===== src/rtl/alu_pkg.sv =====
// ----------------------------------------------------------------------------
// alu_pkg
//   Shared types for the ALU-sharing arbiter and the ALU it fronts.
//   - alu_op_t    : ALUControl encodings understood by the shared ALU
//   - arb_state_t : arbiter FSM states (IDLE -> EXEC -> RESP -> IDLE)
//   - onehot2     : turns a 1-bit requester id into a 2-bit one-hot vector
// ----------------------------------------------------------------------------
package alu_pkg;

    localparam int REQ_NUM = 2;

    typedef enum logic [2:0] {
        ALU_AND = 3'b000,
        ALU_OR  = 3'b001,
        ALU_ADD = 3'b010,
        ALU_SUB = 3'b110
    } alu_op_t;

    typedef enum logic [1:0] {
        IDLE = 2'd0,
        EXEC = 2'd1,
        RESP = 2'd2
    } arb_state_t;

    function automatic logic [REQ_NUM-1:0] onehot2(input logic id);
        return id ? 2'b10 : 2'b01;
    endfunction

endpackage


===== src/rtl/rr_arb2.sv =====
// ----------------------------------------------------------------------------
// rr_arb2
//   Two-way request picker.
//   Ports:
//     req         in  2  request vector
//     last_grant  in  1  id of the requester granted most recently
//     grant       out 2  one-hot grant (00 when no request)
//   Configuration macro: ALU_ARB_FIXED_PRIO_EN
//     defined   : requester 0 always wins a tie, last_grant is ignored
//     undefined : round-robin, a tie goes to the requester != last_grant
// ----------------------------------------------------------------------------
module rr_arb2 (
    input  logic [1:0] req,
    input  logic       last_grant,
    output logic [1:0] grant
);

`ifdef ALU_ARB_FIXED_PRIO_EN
    logic unused_last_grant;
    assign unused_last_grant = last_grant;

    always_comb begin
        grant = 2'b00;
        if (req[0]) begin
            grant = 2'b01;
        end else if (req[1]) begin
            grant = 2'b10;
        end
    end
`else
    always_comb begin
        grant = req;
        // Only a tie needs the history bit: hand it to whoever did not win last.
        if (req == 2'b11) begin
            grant = last_grant ? 2'b01 : 2'b10;
        end
    end
`endif

endmodule


===== src/rtl/alu_share_arbiter.sv =====
// ----------------------------------------------------------------------------
// alu_share_arbiter
//   Shares one combinational ALU between two requesters. One operation is in
//   flight at a time: IDLE (accept) -> EXEC (ALU evaluates registered
//   operands) -> RESP (registered result held until taken) -> IDLE.
//   Ports:
//     clk, reset_n          clock, synchronous active-low reset
//     req_valid/req_ready   per-requester request handshake
//     req_srca/srcb/ctrl    per-requester operands and ALUControl
//     rsp_valid/rsp_ready   per-requester response handshake (rsp_valid one-hot)
//     rsp_data              registered result, qualified by rsp_valid
//     alu_srca/srcb/ctrl    registered operands to the shared ALU
//     alu_result            result from the shared ALU
//     dbg_state             current FSM state (arb_state_t encoding)
//   Configuration macro: ALU_ARB_FIXED_PRIO_EN (fixed priority to requester 0
//   when defined, round-robin otherwise; selected inside rr_arb2).
//
//   Handshake: a transfer happens on a rising edge where valid and ready are
//   both high. req_ready is combinational and only ever high in IDLE; a
//   requester holding valid without ready must keep its operands stable and
//   may drop valid at any time without effect. rsp_valid stays high with
//   rsp_data stable until the owning requester's rsp_ready is sampled high;
//   the other requester's rsp_ready is ignored.
// ----------------------------------------------------------------------------
module alu_share_arbiter
    import alu_pkg::*;
#(
    parameter int N = 32
) (
    input  logic              clk,
    input  logic              reset_n,
    input  logic [1:0]        req_valid,
    output logic [1:0]        req_ready,
    input  logic [1:0][N-1:0] req_srca,
    input  logic [1:0][N-1:0] req_srcb,
    input  logic [1:0][2:0]   req_ctrl,
    output logic [1:0]        rsp_valid,
    input  logic [1:0]        rsp_ready,
    output logic [N-1:0]      rsp_data,
    output logic [N-1:0]      alu_srca,
    output logic [N-1:0]      alu_srcb,
    output logic [2:0]        alu_ctrl,
    input  logic [N-1:0]      alu_result,
    output logic [1:0]        dbg_state
);

    arb_state_t state;
    arb_state_t next_state;
    logic [1:0] grant;
    logic       grant_id;
    logic       last_grant;
    logic       rsp_id;
    logic       accept;
    logic       rsp_done;

    rr_arb2 u_arb (
        .req        (req_valid),
        .last_grant (last_grant),
        .grant      (grant)
    );

    assign grant_id  = grant[1];
    assign accept    = |req_ready;
    assign rsp_done  = (state == RESP) && rsp_ready[rsp_id];
    assign dbg_state = state;

    // ---------------- FSM: state register ----------------
    always_ff @(posedge clk) begin
        if (!reset_n) begin
            state <= IDLE;
        end else begin
            state <= next_state;
        end
    end

    // ---------------- FSM: next state ----------------
    always_comb begin
        next_state = state;
        case (state)
            IDLE:    if (accept)   next_state = EXEC;
            EXEC:                  next_state = RESP;
            RESP:    if (rsp_done) next_state = IDLE;
            default:               next_state = IDLE;
        endcase
    end

    // ---------------- FSM: outputs ----------------
    // req_ready is also gated by reset_n so nothing looks accepted while
    // reset is asserted, even though the state already reads IDLE.
    always_comb begin
        req_ready = 2'b00;
        rsp_valid = 2'b00;
        if (state == IDLE && reset_n) begin
            req_ready = grant;
        end
        if (state == RESP) begin
            rsp_valid = onehot2(rsp_id);
        end
    end

    // ---------------- operand / result registers ----------------
    // The ALU only ever sees registered operands, so the requester is free to
    // change its inputs right after the accepting edge.
    always_ff @(posedge clk) begin
        if (!reset_n) begin
            alu_srca   <= '0;
            alu_srcb   <= '0;
            alu_ctrl   <= 3'b000;
            rsp_id     <= 1'b0;
            last_grant <= 1'b1;
            rsp_data   <= '0;
        end else begin
            if (accept) begin
                alu_srca   <= req_srca[grant_id];
                alu_srcb   <= req_srcb[grant_id];
                alu_ctrl   <= req_ctrl[grant_id];
                rsp_id     <= grant_id;
                last_grant <= grant_id;
            end
            if (state == EXEC) begin
                rsp_data <= alu_result;
            end
        end
    end

endmodule


===== config.mk =====
export PLATFORM = sky130hd
export DESIGN_NAME = alu_share_arbiter
export DESIGN_NICKNAME = d
export VERILOG_FILES = /design/src/rtl/alu_pkg.sv /design/src/rtl/rr_arb2.sv /design/src/rtl/alu_share_arbiter.sv
export SDC_FILE = /design/constraint.sdc
export NUM_CORES = 1
export LEC_CHECK = 0
export CAP_MARGIN = 25
export CORE_UTILIZATION = 40
export CTS_CLUSTER_DIAMETER = 150
export DETAILED_ROUTE_END_ITERATION = 16
export MAX_ROUTING_LAYER = met4
export PLACE_DENSITY_LB_ADDON = 0.2
export RECOVER_POWER = 100
export SYNTH_ARGS = -nofsm -noshare
export SYNTH_HDL_FRONTEND = slang
export SYNTH_SLANG_ARGS = --single-unit
export TNS_END_PERCENT = 100

===== constraint.sdc =====
create_clock -name clk -period 5.49 [get_ports clk]
set_clock_uncertainty 0.05 [all_clocks]
set_input_delay 1.647 -clock clk [delete_from_list [all_inputs] [get_ports clk]]
set_output_delay 1.647 -clock clk [all_outputs]
set_load 0.02 [all_outputs]

==> impl_metrics.tcl <==
set metrics [dict create \
    status "complete, but fails checks" \
    violations "max-capacitance violations, max-slew violations" \
    fmax_mhz 189.0 \
    wirelength_um 15240 \
    numPortBuffers 276 \
    path_clk_slew_ns 0.10 \
    synth_area_leader_cell "dfxtp_1" \
    drt-vias-per-instance 5.464 \
    endpoint_kind "primary output" \
    yosysTopAreaCellShare 0.4610 \
    core_sq_um 10890 \
    dpl.cell_count 846 \
    rsz0062_at_grt "false" \
    crit_type "in -> out" \
    finalNetCount 889 \
    synthCells 477 \
    maxCapViolCount 1 \
    row_count 38 \
    first_pass_iters 4 \
    globalRoute.totalOverflow 0 \
    synthTopCellsByArea "dfxtp_1, or3_1, o2111a_1, nand2_1, a21oi_1" \
    m1WireLength_um 6099 \
    wl_met3_um 1031 \
    relSlewSlack -0.7600 \
    period_minus_slack_ns 5.292 \
    final.setup.tns_ns 0 \
    drtAntennaViolNets 0 \
    wl_per_cell_um 17.68 \
    antenna_found_initial 0 \
    final_cell_area_sq_um 7436 \
    grt_max_degree 70 \
    drt_drc_violations_left 0 \
    die_h_um 107.7 \
    power_mw 1.998 \
    fin_util 0.6829 \
    pre_cts_slack_ns 0.2838 \
    diodes 0 \
    layout_common_cells "clkdlybuf4s50_1, or3_1, dlygate4sd3_1" \
    clockBufferDepth 2 \
    worstPathArrival_ns 3.60 \
    ys_types 25 \
    insertion_delay_ns 0.37 \
    synth_nets 649 \
    cts_sinks 103 \
    hpwl_um 10330 \
    final_cells 862 \
    cp-start-kind "input port" \
    vdd_drop_max_mv 0.1631 \
    hold_viol 0 \
    period_share 0.9639 \
    syn_area_sq_um 4473 \
    final_common_cell "clkdlybuf4s50_1" \
    top_layer "met4" \
    cts_hold_buf 0 \
    die_x_um 107.7 \
    drive_above_1_share 0.03878 \
    hold_slack_ns 0.4066 \
    slew_violations 70 \
    cts_max_level 3 \
    cts_tree "built" \
    post_cts_resized 0 \
    wl_met2_um 7387 \
    drt-initial-drc-count 261 \
    nFillCells 882 \
    powerDensity_nw_per_um2 268.6 \
    leakage_nw 2.841 \
    grt_pass1_vias 4677 \
    worst_slew_pin_slew_ns 2.640 \
    cts_made_buffers 9 \
    cts_setup_buffers 0 \
    worstPathRequired_ns 3.79 \
    worst_slack_ns 0.1979 \
    grt_pass1_wl_um 23180 \
    die_area_sq_um 11610 \
    synth_seq_cells 103 \
    hold_class "reg -> reg" \
    io_pins 277 \
    vias 4710 \
    initial_core_util 0.4108 \
    area_growth_pct 66.24 \
    synth.avg_cell_area_sq_um 9.377 \
    cts-root-buf "clkbuf_8" \
    yosysWarnings 0 \
    gp_congestion 0.7566 \
    crit_fanout 3 \
    yosysSeqAreaShare 0.4610 \
    finalSetupViolations 0 \
    placed_area_sq_um 7221 \
    gr-usage-all-layers 0.2639 \
]
[registers in the layout (all words and copies together) (netlist names)]
register,count
alu_ctrl,3
alu_srca,32
alu_srcb,32
dbg_state,2
last_grant,1
rsp_data,32
rsp_id,1
[logic make-up after synthesis]
kind of cell    count (synthesis)  synth area share
simple gates                  215            0.2652
flops                         103            0.4610
compound gates                102            0.2084
buf+inv                        56           0.06322
mux                             1          0.002238
[path summary, 6_finish.rpt]
check | start | to | slack, ns | cells after the start
hold / removal | rsp_data[28]$_SDFFE_PN0N_ | rsp_data[28]$_SDFFE_PN0N_ | 0.41 | 2
hold reg to reg | rsp_data[28]$_SDFFE_PN0N_ | rsp_data[28]$_SDFFE_PN0N_ | 0.41 | 2
setup / recovery | req_valid[1] | req_ready[1] | 0.20 | 5
setup reg to reg | dbg_state[1]$_SDFFE_PN0P_ | alu_srca[0]$_SDFFE_PN0P_ | 2.30 | 4
[layer usage]
metal  up-vias  track usage
met4         0       0.1497
li1       2254            -
met5         -            -
met1      2205       0.3021
met3        48      0.04843
met2       203       0.4336
[power by group]
| group | total (mW) | internal, mW | switching, mW | leakage, nW |
|---|---|---|---|---|
| logic | 0.600 | 0.307 | 0.293 | 1.87 |
| registers | 0.870 | 0.828 | 0.0419 | 0.852 |
| clock network | 0.528 | 0.259 | 0.269 | 0.114 |
[final cells by class]
cell class	count	area, sq um	area share
timing repair buffer	284	2833	0.3810
multi-input combinational	318	2142	0.2881
sequential	103	2062	0.2773
tap	140	175.2	0.02356
clock buffer	9	123.9	0.01666
clock inverter	7	96.34	0.01296
inverter	1	3.754	0.0005048
[worst max-delay path, cell delays in order]
cell	delay (ns)
dlygate4sd3_1	0.59
or3b_4	0.40
or2_1	0.25
nor2_1	0.09
clkdlybuf4s50_1	0.62
[cell usage after synthesis]
library cell / count
nor2b_1: 1
or3_1: 134
buf_2: 4
and3b_1: 1
nor3_1: 2
a21oi_1: 34
nor3b_1: 1
nand2_1: 66
or3b_1: 1
o2111a_1: 67
o211ai_1: 1
nand2b_1: 1
and2_1: 1
nor2_1: 2
nand3b_1: 1
dfxtp_1: 103
and2b_1: 1
nor4_1: 1
buf_6: 9
inv_2: 1
or3b_4: 1
clkbuf_1: 41
mux2i_1: 1
or2_1: 1
buf_1: 1
Power figures use the tool's default switching activity.
